`src/rtl/melody_player_pkg.sv`:
```
// rtl/melody_player_pkg.sv - note codes, tune indices, ROM layout shared by melody player, buzzer and game FSM
package melody_player_pkg;

  localparam int NOTE_W  = 4;
  localparam int DUR_W   = 3;
  localparam int ENTRY_W = NOTE_W + DUR_W;
  localparam int ADDR_W  = 5;

  localparam logic [NOTE_W-1:0] REST = 4'd0;
  localparam logic [NOTE_W-1:0] C6   = 4'd1;
  localparam logic [NOTE_W-1:0] D6   = 4'd2;
  localparam logic [NOTE_W-1:0] E6   = 4'd3;
  localparam logic [NOTE_W-1:0] F6   = 4'd4;
  localparam logic [NOTE_W-1:0] G6   = 4'd5;
  localparam logic [NOTE_W-1:0] B6   = 4'd6;
  localparam logic [NOTE_W-1:0] C7   = 4'd7;
  localparam logic [NOTE_W-1:0] G5   = 4'd8;
  localparam logic [NOTE_W-1:0] F4   = 4'd9;
  localparam logic [NOTE_W-1:0] B3   = 4'd10;

  localparam logic [1:0] TUNE_DROP  = 2'd0;
  localparam logic [1:0] TUNE_WIN   = 2'd1;
  localparam logic [1:0] TUNE_ERROR = 2'd2;
  localparam logic [1:0] TUNE_START = 2'd3;

  localparam logic [ADDR_W-1:0] BASE_DROP  = 5'd0;
  localparam logic [ADDR_W-1:0] BASE_WIN   = 5'd2;
  localparam logic [ADDR_W-1:0] BASE_ERROR = 5'd7;
  localparam logic [ADDR_W-1:0] BASE_START = 5'd11;

  typedef enum logic [1:0] {
    ST_IDLE,
    ST_FETCH,
    ST_PLAY
  } state_t;

  function automatic logic [ADDR_W-1:0] tune_base(input logic [1:0] sel);
    case (sel)
      TUNE_DROP:  tune_base = BASE_DROP;
      TUNE_WIN:   tune_base = BASE_WIN;
      TUNE_ERROR: tune_base = BASE_ERROR;
      default:    tune_base = BASE_START;
    endcase
  endfunction

endpackage

```
`src/rtl/melody_rom.sv`:
```
// rtl/melody_rom.sv - combinational tune ROM, entries are {note, dur}, dur 0 ends a tune
module melody_rom
  import melody_player_pkg::*;
(
  input  logic [ADDR_W-1:0]  addr,
  output logic [ENTRY_W-1:0] entry
);

  always_comb begin
    entry = '0;
    case (addr)
      5'd0:  entry = {G5, 3'd1};
      5'd2:  entry = {C6, 3'd1};
      5'd3:  entry = {E6, 3'd1};
      5'd4:  entry = {G6, 3'd1};
      5'd5:  entry = {C7, 3'd3};
      5'd7:  entry = {F4, 3'd2};
      5'd8:  entry = {REST, 3'd1};
      5'd9:  entry = {B3, 3'd4};
      5'd11: entry = {C6, 3'd1};
      5'd12: entry = {D6, 3'd1};
      5'd13: entry = {E6, 3'd1};
      5'd14: entry = {F6, 3'd1};
      5'd15: entry = {G6, 3'd1};
      5'd16: entry = {B6, 3'd1};
      5'd17: entry = {C7, 3'd2};
      default: entry = '0;
    endcase
  end

endmodule

```
`src/rtl/melody_player.sv`:
```
// rtl/melody_player.sv - steps through a ROM tune, driving buzzer note/enable with timed notes and gaps
module melody_player
  import melody_player_pkg::*;
#(
  parameter int TICK_CLKS  = 390625,
  parameter int UNIT_TICKS = 4,
  parameter int GAP_TICKS  = 1
) (
  input  logic              clk,
  input  logic              rst_n,
  input  logic              play,
  input  logic [1:0]        tune_sel,
  input  logic              stop,
  output logic [NOTE_W-1:0] note,
  output logic              note_en,
  output logic              busy,
  output logic              done
);

  localparam int PW = (TICK_CLKS > 1) ? $clog2(TICK_CLKS) : 1;
  localparam int RW = $clog2(7 * UNIT_TICKS + 1);
  localparam logic [PW-1:0] PRESC_MAX = PW'(TICK_CLKS - 1);

  state_t             state_q, state_d;
  logic [PW-1:0]      presc_q, presc_d;
  logic [RW-1:0]      rem_q, rem_d;
  logic [ADDR_W-1:0]  addr_q, addr_d;
  logic [NOTE_W-1:0]  note_q, note_d;
  logic               done_d;
  logic [ENTRY_W-1:0] entry;
  logic [NOTE_W-1:0]  rom_note;
  logic [DUR_W-1:0]   rom_dur;

  melody_rom u_rom (
    .addr  (addr_q),
    .entry (entry)
  );

  assign {rom_note, rom_dur} = entry;

  always_ff @(posedge clk or negedge rst_n) begin
    if (!rst_n) begin
      state_q <= ST_IDLE;
      presc_q <= '0;
      rem_q   <= '0;
      addr_q  <= '0;
      note_q  <= '0;
      done    <= 1'b0;
    end else begin
      state_q <= state_d;
      presc_q <= presc_d;
      rem_q   <= rem_d;
      addr_q  <= addr_d;
      note_q  <= note_d;
      done    <= done_d;
    end
  end

  always_comb begin
    state_d = state_q;
    presc_d = presc_q;
    rem_d   = rem_q;
    addr_d  = addr_q;
    note_d  = note_q;
    done_d  = 1'b0;
    case (state_q)
      ST_IDLE: begin
        note_d = '0;
        if (play && !stop) begin
          addr_d  = tune_base(tune_sel);
          state_d = ST_FETCH;
        end
      end
      ST_FETCH: begin
        if (stop) begin
          note_d  = '0;
          state_d = ST_IDLE;
        end else if (rom_dur == '0) begin
          note_d  = '0;
          done_d  = 1'b1;
          state_d = ST_IDLE;
        end else begin
          note_d  = rom_note;
          rem_d   = RW'(rom_dur) * RW'(UNIT_TICKS);
          presc_d = '0;
          addr_d  = addr_q + ADDR_W'(1);
          state_d = ST_PLAY;
        end
      end
      ST_PLAY: begin
        if (stop) begin
          note_d  = '0;
          state_d = ST_IDLE;
        end else if (presc_q == PRESC_MAX) begin
          presc_d = '0;
          rem_d   = rem_q - RW'(1);
          if (rem_q == RW'(1)) state_d = ST_FETCH;
        end else begin
          presc_d = presc_q + PW'(1);
        end
      end
      default: begin
        note_d  = '0;
        state_d = ST_IDLE;
      end
    endcase
  end

  // The trailing GAP_TICKS of every note are silent so repeated notes articulate.
  assign note_en = (state_q == ST_PLAY) && (note_q != '0) && (rem_q > RW'(GAP_TICKS));
  assign note    = note_q;
  assign busy    = (state_q != ST_IDLE);

endmodule

```
`config.mk`:
```
export PLATFORM = sky130hd
export DESIGN_NAME = melody_player
export DESIGN_NICKNAME = d
export VERILOG_FILES = /design/src/rtl/melody_player_pkg.sv /design/src/rtl/melody_rom.sv /design/src/rtl/melody_player.sv
export SDC_FILE = /design/constraint.sdc
export NUM_CORES = 1
export LEC_CHECK = 0
export ABC_AREA = 0
export BUFFER_PORTS_ARGS = -buffer_cell sky130_fd_sc_hd__buf_2
export CAP_MARGIN = 20
export CORE_UTILIZATION = 59
export DETAILED_ROUTE_END_ITERATION = 8
export PLACE_DENSITY = 0.77
export SYNTH_ARGS = -nofsm -noshare
export SYNTH_HDL_FRONTEND = slang
export SYNTH_HIERARCHICAL = 1
export SYNTH_SLANG_ARGS = --single-unit
```
`constraint.sdc`:
```
create_clock -name clk -period 2.5 [get_ports clk]
set_input_delay 0.5 -clock clk [delete_from_list [all_inputs] [get_ports clk]]
set_output_delay 0.5 -clock clk [all_outputs]
set_load 0.005 [all_outputs]
```
Word level (Yosys, flattened, before mapping):

Memories as Yosys holds them, arrays and structs flattened.
Cells that the tools add are included.
Widths: inputs -> output; s select.

* add/sub/neg operators: 3
* multipliers: 0
* divide/modulo/power cells: 0
* magnitude comparators: 1
* eq/ne operators: 14
* shifts and indexed selects: 0
* multiplexer cells: 29
* bitwise gates (word level): 0
* reduce and logical (&&, ||, !) cells: 15

Operators by type and width (number)
* $mux 19: 4
* $pmux 19 s2: 1
* $mux 5: 7
* $pmux 5 s2: 2
* $add 19x1->19 const B: 1
* $eq 19x19->1 const B: 1
* $mux 2: 6
* $mux 4: 3
* $ne 2x2->1 const B: 6
* $pmux 4 s3: 1
* $pmux 4 s2: 1
* $reduce_and 4->1: 2
* $ne 3x3->1 const B: 2
* $pmux 2 s3: 1
* $reduce_bool 2->1: 3
* $add 5x1->5 const B: 1
* $eq 5x1->1 const B: 1
* $gt 5x1->1 const B: 1
* $reduce_and 5->1: 1
* $sub 5x1->5 const B: 1
* $eq 2x1->1 const B: 2
* $eq 2x2->1 const B: 2
* $logic_not 2->1: 2
* $reduce_bool 4->1: 1
* 5 further kinds: 9

* flip-flop bits (word level): 36
* bits in latches: 0
* memory bits (writable): 0
* bits in read-only memories: 224
* input bits: 6
* output and inout port bits: 7
* word-level logic and storage cells: 69
* memories: 1

Memories
* (no name shown): words 32, bits a word 7, rd ports 1, clocked after Yosys merged registers in 0, write ports 0, line melody_rom.sv:11 `case (addr)`

Logic depth before layout (Yosys ltp):

Gate-level depths: netlist (run 1).

* depth in word-level cells: 5
* mapped depth: 11

By module:

The synthesis (run 1) kept the hierarchy.

By module, submodules not included
* melody_player: instances 1, cells an instance 233, area an instance 2058.2 sq um
* melody_rom: instances 1, cells an instance 38, area an instance 310.3 sq um

Least setup slack after synthesis (run 1):

No wires, ideal clock.

* path type: register to register
* start: register addr_q[1]
* end: register addr_q[0]
* data arrival time: 2.157 ns
* required time: 2.366 ns
* setup slack: 0.209 ns
* cell stages (with the launch flop): 12
* buffers on the path: 1
* clock period less this slack: 2.291 ns
* cell sequence: dfrtp_1 -> inv_1 -> ha_1 -> nand3b_1 -> o21ai_1 -> o21ai_1 -> or3_1 -> o22ai_1 -> clkbuf_1 -> nor3_1 -> a21oi_1 -> o21ai_0

* word-level cells in the longest chain between the ends: 4

Ends and longest elaborated chain
* from (decl): line melody_player.sv:27 `logic [ADDR_W-1:0] addr_q, addr_d;`
* from (signal assigned): line melody_player.sv:53 `addr_q <= addr_d;`
* $mem_v2 32x7
* named net entry[0]: line melody_player.sv:30 `logic [ENTRY_W-1:0] entry;`
* $logic_not 3->1: line melody_player.sv:78 `end else if (rom_dur == '0) begin`
* $ne 2x2->1 (no source line)
* $reduce_and 4->1 (no source line)

The timed path passes the listed nets, and every way through them passes these cells.
A chain may end at the register's enable or synchronous reset.

Worst setup path after layout (run 1):

* start: register addr_q[0]
* end: register presc_q[7]

* word-level cells in the longest chain between the ends: 4

Ends and longest elaborated chain
* $mem_v2 32x7
* named net entry[0]: line melody_player.sv:30
* $logic_not 3->1: line melody_player.sv:78
* $ne 2x2->1 (no source line)
* $reduce_and 4->1 (no source line)
* to (signal assigned): line melody_player.sv:51 `presc_q <= presc_d;`
* to (decl): line melody_player.sv:25 `logic [PW-1:0] presc_q, presc_d;`

The timed path passes the listed nets, and every way through them passes these cells.

==> results by group, run 1 <==
Run status
  – Run status: completed

STA
  – Final cycle utilization of the critical path: 0.915
  – Highest clock rate: approximately 0.44 GHz
  – Tmin final: 2.29 ns
  – Final setup violation count: 0
  – Slew headroom: 0.474
  – Worst-margin pin slew: 0.789 ns
  – Final hold violations: 0
  – Max-slew violations: 0
  – Setup Skew: 0.00686 ns
  – Setup TNS: 0 ns
  – RSZ-0062 raised after global routing: false

Route
  – Drt via density: between 6 and 7
  – Drt drc: 0
  – Via count: approximately 2,100
  – Wire length per cell: ~15 um
  – 1st-pass router iterations: 4
  – Post-route antenna net violation count: 0
  – Drt total wl: 5150 um
  – Initial DRC count: 179

Setup path
  – CP Launch Point: addr_q[0]
  – Startpoint class of the critical path: register
  – Crit path required time: 2.70 ns
  – FF-to-FF setup slack: 0.21 ns
  – R2r worst-path depth: 10
  – Reg-to-reg endpoint: presc_q[7]
  – WS Path Type: register to register
  – RR Startpoint: addr_q[0]
  – CP max FO: 8
  – Critical Path End Type: register
  – End point of the critical path: presc_q[7]
  – Arr. time, crit path: between 2 and 2.5 ns

Power
  – Cell Pwr Density: 884 mW/mm2
  – Switching Share: 0.411
  – NetSw: 0.961 mW
  – Clock power frac: 0.164
  – Pwr Total: 2.34 mW
  – Pleak: between 1 and 1.5 nW
  – Seq pwr share: 0.398
  – Combinational share of power: 0.438
  – VDD IR max: 0.678 mV
  – Int Pwr: roughly 1.4 mW

Yosys
  – Syn avg cell area: 8.74 um2
  – Top cells by count, synth: dfrtp_1, nand2_1, nor2_1
  – Syn Inst Count: 271
  – Count leader, synth: dfrtp_1
  – Ys flop type: dfrtp_1
  – Yosys reg bits: 36
  – Seq/Total Area, Yosys: 0.380
  – Post-Syn Area: 0.00237 mm2
  – Area contributors post-synth: dfrtp_1, ha_1, o21ai_0, xor2_1, a21oi_1
  – Dominant cell type by area after synthesis: dfrtp_1
  – Asr flop ratio synth: 1.00
  – Syn nets: about 290
  – Warnings, synthesis: 6
  – Yosys top cell area share: 0.380
  – Post-synth EDFFs: 0
  – Synth cell types: 50

Global routing
  – Initial antenna violation count: 0
  – First-pass GRT wire length: 8790 um
  – Largest net degree at the start of global routing: 37
  – Vias in the first global route: about 1,900
  – GR Overflow Total: 0
  – Overall Global Routing Usage: 0.269

Floorplan
  – Die Y-Extent: ~65 um
  – Initial core utilization: 0.633
  – Die width: ~65 um
  – Core Area: 0.00374 mm2
  – I/O Pins: 13
  – Die ar.: around 0.0043 mm2
  – Rows: 22

Place
  – Placer congestion estimate: ~0.83
  – I/O Buffers: 12
  – HPWL after DPL: 3690 um
  – Inst Count DP: 330

Clock tree
  – H-tree depth: 2
  – Hold Buf Count CTS: 0
  – Clk sinks: 36
  – Clk buf depth: 2
  – TritonCTS buffer count: 5
  – CTS clk-pin slew, worst paths: 0.07 ns
  – Root Driver: clkbuf_8
  – CTS tree: built
  – Worst-Skew Late Latency: just under 0.3 ns

Finish
  – Final Instance Count excl. Fillers: 341
  – Final #Nets: 310
  – # diodes: 0
  – Share of cells above drive strength 1: 0.150
  – Area Overhead vs Synth: 11.8%

Min path
  – Hold WC Path Type: primary input to async pin

Job
  – Max Cap Viol: 0
==> power groups by stage <==
stage	registers (mW)	logic [mW]	clock network (mW)
4_1_cts	0.921	0.967	0.388
3_5_place_dp	0.932	0.961	0
6_report	0.931	1.03	0.383
5_1_grt	0.955	1.17	0.407
2_1_floorplan	0.867	0.748	0
3_3_place_gp	0.924	0.952	0
==> cell usage in the layout (no fill, tap or decap), drive strengths merged, types with 5 or more instances in the layout <==
master,n
nor2,17
nand2,20
and3,6
inv,16
dfrtp,36
or3,8
a21oi,15
buf,30
clkbuf,6
mux2i,5
ha,11
nand2b,6
nor3b,5
nand4,10
o21ai,21
nor3,7
nand3,11
xor2,9
o22ai,5
==> worst max-delay path, stage by stage, from the launching register on <==
cell	delay, ns
dfrtp_2	0.44
inv_1	0.09
ha_1	0.28
nand3b_1	0.07
o21ai_1	0.10
o21ai_1	0.10
or3_1	0.44
and2_0	0.20
a31oi_1	0.23
a32oi_1	0.08
o22ai_1	0.18
==> timing repair <==
action | 4_1_cts | 5_1_grt
setup buffers | 0 | 4
endpoints found under the setup margin | 0 | 9
gates resized for setup | 0 | 2
==> layout make-up <==
cell class              instances  area (um2)
inverters                      16        60.1
fillers                       310        1100
multi-input cells             204        1340
clock buffers                   6        72.6
repair buffers                 30         208
well taps                      48        60.1
clock inverters                 1        5.00
flip-flops and latches         36         902
==> flip-flops by register name, summed over array words and instances, names as in the netlist <==
signal,cells
addr_q,5
rem_q,5
state_q,2
done,1
note,4
presc_q,19
==> per-layer routing <==
| metal | wire [um] | vias to the layer above | GRT usage |
|---|---|---|---|
| met5 | 0 | - | 0 |
| met1 | 2580 | 992 | 0.394 |
| met3 | 288 | 4 | 0.0503 |
| met2 | 2240 | 56 | 0.398 |
| met4 | 41 | 0 | 0.0870 |
| li1 | - | 1028 | - |
==> metrics by stage <==
step	setup WS (ns)	instance area (um2)	util	hold slack, ns
2_1_floorplan	0.209	2370	-	0.204
3_3_place_gp	0.219	2520	0.673	0.511
3_5_place_dp	0.126	2520	0.673	0.516
4_1_cts	0.107	2600	0.694	0.318
5_1_grt	0.0189	2650	0.707	0.377
6_report	0.212	2650	0.707	0.295
==> cell families (layout without fill, tap and decap cells) <==
kind of cell,after synthesis,in the layout,share of synthesized area
AOI/OAI and AO/OA,66,66,0.182
xor gates and xnor gates,11,11,0.0407
muxes,5,5,0.0211
and+or+nand+nor,111,111,0.261
buffers and inverters,31,53,0.0565
DFF,36,36,0.380
adders and majority gates,11,11,0.0581
==> how the worst min path moves through the flow <==
stage | from | endpoint | depth (start not counted)
2_1_floorplan | rst_n | addr_q[0] | 0
3_3_place_gp | note[2] | note[2] | 1
3_5_place_dp | note[0] | note[0] | 1
4_1_cts | rst_n | rem_q[4] | 1
5_1_grt | rst_n | done | 1
6_report | rst_n | rem_q[4] | 1
No activity file was read; power rests on OpenSTA's default activity.
==> inputs of run 2 (changes only) <==
- CTS_CLUSTER_SIZE: not set -> 24
- PLACE_DENSITY: 0.77 -> 0.75
==> run 2 against run 1 <==
  * Sequential power shrank 0.5%
  * Highest routed layer unchanged
  * Maximum frequency up 0.73%
  * Largest cell class unchanged
  * Clock-buffer cell count unchanged
  * Critical path type unchanged
==> results by group, run 2 (synthesis gave the netlist of run 1 again) <==
Setup path
  – WS Path Type: register to register
  – CP max stage delay: 0.43 ns (about the same)
  – R2r worst-path depth: 11 (+1)
  – CP max FO: 10 (+2)
  – Critical Path End Type: register
  – Buf/Inv on CP: 2 (+1)
  – CP max stage cell: or3_1
  – CP most frequent cell: o21ai_1
  – Startpoint class of the critical path: register
  – Crit path required time: 2.66 ns (-0.04 ns)
  – Crit. path cell count: 11 (+1)
  – Critical path cell sequence: inv_1 > ha_1 > nand3b_1 > o21ai_1 > o21ai_1 > or3_1 > o22ai_1 > buf_4 > nor3_1 > a21oi_1 > o21ai_0
  – Arr. time, crit path: 2.43 ns (-0.06 ns)
  – Crit-path leading delay family: compound AO/OA/AOI/OAI gates

Floorplan
  – Rows: 22 (unchanged)
  – Die ar.: 0.00427 mm2 (unchanged)
  – I/O Pins: 13 (unchanged)
  – Die width: 65.4 um (unchanged)
  – Die Y-Extent: 65.4 um (unchanged)
  – Initial core utilization: 0.633 (unchanged)
  – Core Area: 0.00374 mm2 (unchanged)

STA
  – Final hold violations: 0 (unchanged)
  – Highest clock rate: 0.440 GHz (+0.73%)
  – Max-slew violations: 0 (unchanged)
  – RSZ-0062 raised after global routing: false
  – Worst-margin pin slew: 0.774 ns (-0.0145 ns)
  – Final cycle utilization of the critical path: 0.909 (-0.00659)
  – Post-route setup slack: 0.228 ns (+0.0165 ns)
  – Slew headroom: 0.484 (+0.00965)
  – Tmin final: 2.27 ns (-0.0165 ns)
  – Setup TNS: 0 ns (unchanged)
  – Setup Skew: 0.00450 ns (-0.00236 ns)
  – Final setup violation count: 0 (unchanged)

Place
  – HPWL after DPL: 3690 um (-0.13%)
  – Dpl ws: 0.0587 ns (-0.0673 ns)
  – I/O Buffers: 12 (unchanged)
  – Placer congestion estimate: 0.845 (+1.2%)

Finish
  – Fillers: 308 (-0.65%)
  – Area Overhead vs Synth: 9.14%
  – Largest reg by FF count: presc_q
  – Most frequent cells in the layout: dfrtp_1, nand2_1, nor2_1, inv_1, o21ai_0
  – Max reg flops: 19 (unchanged)
  – Final #Nets: 303 (-2.3%)
  – Commonest non-fill, non-tap cell in the layout: dfrtp_1
  – Share of cells above drive strength 1: 0.133 (-0.0173)
  – Regs by FF count: presc_q (19), addr_q (5), rem_q (5)
  – # diodes: 0 (unchanged)

Job
  – Max Cap Viol: 0 (unchanged)

Clock tree
  – Root Driver: clkbuf_8
  – CTS tree: built
  – Clk sinks: 36 (unchanged)
  – Worst-Skew Late Latency: 0.28 ns (about the same)
  – TritonCTS buffer count: 5 (unchanged)
  – H-tree depth: 2 (unchanged)
  – Clk buf depth: 2 (unchanged)
  – Hold Buf Count CTS: 0 (unchanged)
  – CTS clk-pin slew, worst paths: 0.06 ns (about the same)

Power
  – Pleak: 1.14 nW (-3.2%)
  – Pwr Total: 2.29 mW (-2.1%)
  – Cell Pwr Density: 886 mW/mm2 (+0.30%)
  – VDD IR max: 0.617 mV (-9.1%)

Global routing
  – GR Overflow Total: 0 (unchanged)
  – Initial antenna violation count: 0 (unchanged)
  – Vias in the first global route: 1,836 (-3.4%)
  – First-pass GRT wire length: 8470 um (-3.7%)
  – Overall Global Routing Usage: 0.256 (-0.0130)
  – Largest net degree at the start of global routing: 37 (unchanged)

Route
  – Drt total wl: 4980 um (-3.2%)
  – Initial DRC count: 156 (-13%)
  – Drt via density: 6.03 (-1.1%)
  – Drt drc: 0 (unchanged)
  – Via count: 2,014 (-3.2%)
  – Wire length per cell: 14.9 um (-1.2%)
  – 1st-pass router iterations: 4 (unchanged)
  – Post-route antenna net violation count: 0 (unchanged)

Min path
  – Hold WC Path Type: primary input to async pin

Run status
  – Run status: completed
[run 2: final timing paths]
check | startpoint | to | slack [ns]
min in group clk | tune_sel[1] | addr_q[0] | 0.51
hold reg to reg | presc_q[11] | presc_q[11] | 0.53
max in group asynchronous | rst_n | addr_q[0] | 1.66
setup / recovery | addr_q[0] | addr_q[0] | 0.23
hold / removal | rst_n | note[2] | 0.29
setup reg to reg | addr_q[0] | addr_q[0] | 0.23
[run 2: metrics by stage]
step | instances | instance area (um2) | util | hold WS, ns
2_1_floorplan | 271 | 2370 | - | 0.204
3_3_place_gp | 325 | 2480 | 0.663 | 0.510
3_5_place_dp | 325 | 2480 | 0.663 | 0.520
4_1_cts | 332 | 2560 | 0.684 | 0.331
5_1_grt | 334 | 2580 | 0.691 | 0.381
6_report | 334 | 2580 | 0.691 | 0.289
[run 2: cell type report]
type,instances,area (um2),area share
clock inverter,1,5.00,0.00194
timing repair buffer,23,143,0.0552
sequential,36,902,0.349
clock buffer,6,72.6,0.0281
multi-input combinational,204,1340,0.519
inverter,16,60.1,0.0232
tap,48,60.1,0.0232
[run 2: metal layers]
metal | vias to the layer above | share of wire | track usage
li1 | 1015 | - | -
met1 | 940 | 0.52 | 0.397
met2 | 51 | 0.43 | 0.363
met3 | 8 | 0.041 | 0.0417
met4 | 0 | 0.010 | 0.0679
met5 | - | 0 | 0
[run 2: power by group]
| group | total (mW) | internal, mW | leakage (nW) | switching (mW) |
|---|---|---|---|---|
| Clock | 0.378 | 0.189 | 0.0410 | 0.189 |
| Sequential | 0.926 | 0.717 | 0.481 | 0.209 |
| Combinational | 0.987 | 0.434 | 0.619 | 0.554 |
[run 2: what timing repair did]
| action | CTS | global route |
|---|---|---|
| endpoints found under the setup margin | 0 | 7 |
| setup buffers | 0 | 2 |
| gates resized for setup | 0 | 4 |
==> inputs of run 3 (changes only) <==
- SLEW_MARGIN: not set -> 0
- clock period: 2.5 -> 2.9 ns (I/O delays scaled with it)
==> run 3 against run 2 <==
  * Die area stayed put
  * Sequential cell count unchanged
  * Maximum frequency decreased by 12%
  * Combinational power fell by 23%
  * Critical path type unchanged
  * Critical endpoint is now presc_q[11]
==> results by group, run 3 (synthesis gave the netlist of run 1 again) <==
STA
  – Setup TNS: 0 ns (unchanged)
  – Final setup violation count: 0 (unchanged)
  – WHS: 0.371 ns (+0.0818 ns)
  – Post-route setup slack: 0.328 ns (+0.0995 ns)
  – Highest clock rate: 0.389 GHz (-12%)
  – Worst-margin pin slew: 0.796 ns (+0.0215 ns)
  – Slew headroom: 0.470 (-0.0144)
  – Final cycle utilization of the critical path: 0.887 (-0.0217)
  – Max-slew violations: 0 (unchanged)
  – Tmin final: 2.57 ns (+0.300 ns)
  – Final hold violations: 0 (unchanged)
  – RSZ-0062 raised after global routing: false
  – Setup Skew: 0.00814 ns (+0.00364 ns)

Setup path
  – CP max FO: 10 (unchanged)
  – Arr. time, crit path: 2.79 ns (+0.36 ns)
  – Critical Path End Type: register
  – WS Path Type: register to register
  – Startpoint class of the critical path: register
  – Crit path required time: 3.12 ns (+0.46 ns)

Floorplan
  – Initial core utilization: 0.633 (unchanged)
  – Rows: 22 (unchanged)
  – Core Area: 0.00374 mm2 (unchanged)
  – Die width: 65.4 um (unchanged)
  – I/O Pins: 13 (unchanged)
  – Die ar.: 0.00427 mm2 (unchanged)
  – Die Y-Extent: 65.4 um (unchanged)

Clock tree
  – Clk sinks: 36 (unchanged)
  – Setup Fix Bufs, Post-CTS: 0 (unchanged)
  – Hold Buf Count CTS: 0 (unchanged)
  – Post-CTS sizing: 0 (unchanged)
  – CTS clk-pin slew, worst paths: 0.08 ns (+0.02 ns)
  – TritonCTS buffer count: 5 (unchanged)
  – CTS tree: built
  – Root Driver: clkbuf_8
  – Clk buf depth: 2 (unchanged)
  – H-tree depth: 2 (unchanged)
  – Worst-Skew Late Latency: 0.29 ns (about the same)

Job
  – Max Cap Viol: 0 (unchanged)

Global routing
  – Initial antenna violation count: 0 (unchanged)
  – Vias in the first global route: 1,852 (+0.87%)
  – Largest net degree at the start of global routing: 37 (unchanged)
  – Overall Global Routing Usage: 0.257 (+0.00123)
  – GR Overflow Total: 0 (unchanged)
  – First-pass GRT wire length: 8420 um (-0.57%)

Route
  – 1st-pass router iterations: 4 (unchanged)
  – Wire length per cell: 15.0 um (+0.52%)
  – Post-route antenna net violation count: 0 (unchanged)
  – Via count: 1,978 (-1.8%)
  – Drt via density: 5.99 (-0.60%)
  – Drt drc: 0 (unchanged)
  – Initial DRC count: 150 (-3.8%)
  – Drt total wl: 4950 um (-0.68%)

Place
  – Post-DP Area: 0.00246 mm2 (-0.91%)
  – Inst Count DP: 322 (-0.92%)
  – I/O Buffers: 12 (unchanged)
  – HPWL after DPL: 3590 um (-2.6%)
  – Dpl ws: 0.361 ns (+0.303 ns)
  – Placer congestion estimate: 0.819 (-3.0%)

Power
  – Pwr Total: 2.02 mW (-12%)
  – Pleak: 1.13 nW (-1.1%)
  – Cell Pwr Density: 786 mW/mm2 (-11%)
  – VDD IR max: 0.618 mV (+0.16%)

Run status
  – Run status: completed

Finish
  – Largest reg by FF count: presc_q
  – Regs by FF count: presc_q (19), addr_q (5), rem_q (5)
  – Area Overhead vs Synth: 8.56%
  – Final core occ: 0.687 (-0.00368)
  – Fin area: 0.00257 mm2 (-0.53%)
  – # diodes: 0 (unchanged)
  – Commonest non-fill, non-tap cell in the layout: dfrtp_1
  – Most frequent cells in the layout: dfrtp_1, nand2_1, nor2_1, inv_1, o21ai_0
  – Final Instance Count excl. Fillers: 330 (-1.2%)
  – Max reg flops: 19 (unchanged)
  – Share of cells above drive strength 1: 0.113 (-0.0194)
  – Final #Nets: 298 (-1.7%)
  – Fillers: 313 (+1.6%)

Min path
  – Hold WC Path Type: primary input to async pin
==> run 3: cell count changes in the layout (fill, tap and decap cells not counted) <==
cell,previous run,this run
bufinv_16,0,1
dfrtp_1,35,36
clkbuf_1,1,0
nand2_2,1,0
and2_1,1,0
and2_0,0,1
nand2_1,19,20
dfrtp_2,1,0
a31oi_1,2,3
a31oi_2,1,0
buf_4,11,6
clkinvlp_4,0,1
==> run 3: path summary, 6_finish.rpt <==
kind / start / to / slack (ns) / cells after the start
max: addr_q[1] / presc_q[11] / 0.33 / 10
max reg2reg: addr_q[1] / presc_q[11] / 0.33 / 10
max in group asynchronous: rst_n / presc_q[17] / 2.02 / 1
min in group clk: presc_q[11] / presc_q[11] / 0.53 / 1
min: rst_n / note[2] / 0.37 / 1
min reg2reg: presc_q[11] / presc_q[11] / 0.53 / 1
==> run 3: routing by layer <==
layer / GRT usage / vias to the layer above / part of all wire
met5: 0 / - / 0
met4: 0.0707 / 0 / 0.012
met3: 0.0573 / 7 / 0.044
met2: 0.387 / 48 / 0.42
met1: 0.371 / 921 / 0.52
li1: - / 1002 / -
==> run 3: layout make-up <==
| cell class | count | area, um2 | area share |
|---|---|---|---|
| clock buffer | 5 | 68.8 | 0.0268 |
| clock inverter | 3 | 42.5 | 0.0165 |
| inverter | 16 | 60.1 | 0.0234 |
| multi-input combinational | 204 | 1330 | 0.519 |
| sequential | 36 | 901 | 0.350 |
| tap | 48 | 60.1 | 0.0234 |
| timing repair buffer | 18 | 105 | 0.0409 |
==> run 3: where the power goes <==
part	internal (mW)	total (mW)	leakage, nW	switching [mW]
combinational	0.338	0.759	0.593	0.421
clock	0.254	0.435	0.0541	0.180
sequential	0.615	0.828	0.482	0.213
==> run 3: worst max-delay path: stages (launching register included) <==
cell       delay, ns
dfrtp_1         0.54
inv_1           0.17
ha_1            0.31
nand3b_1        0.07
o21ai_1         0.11
o21ai_1         0.10
or3_1           0.42
and2_0          0.27
a31oi_1         0.27
o2bb2ai_1       0.15
o2bb2ai_1       0.12
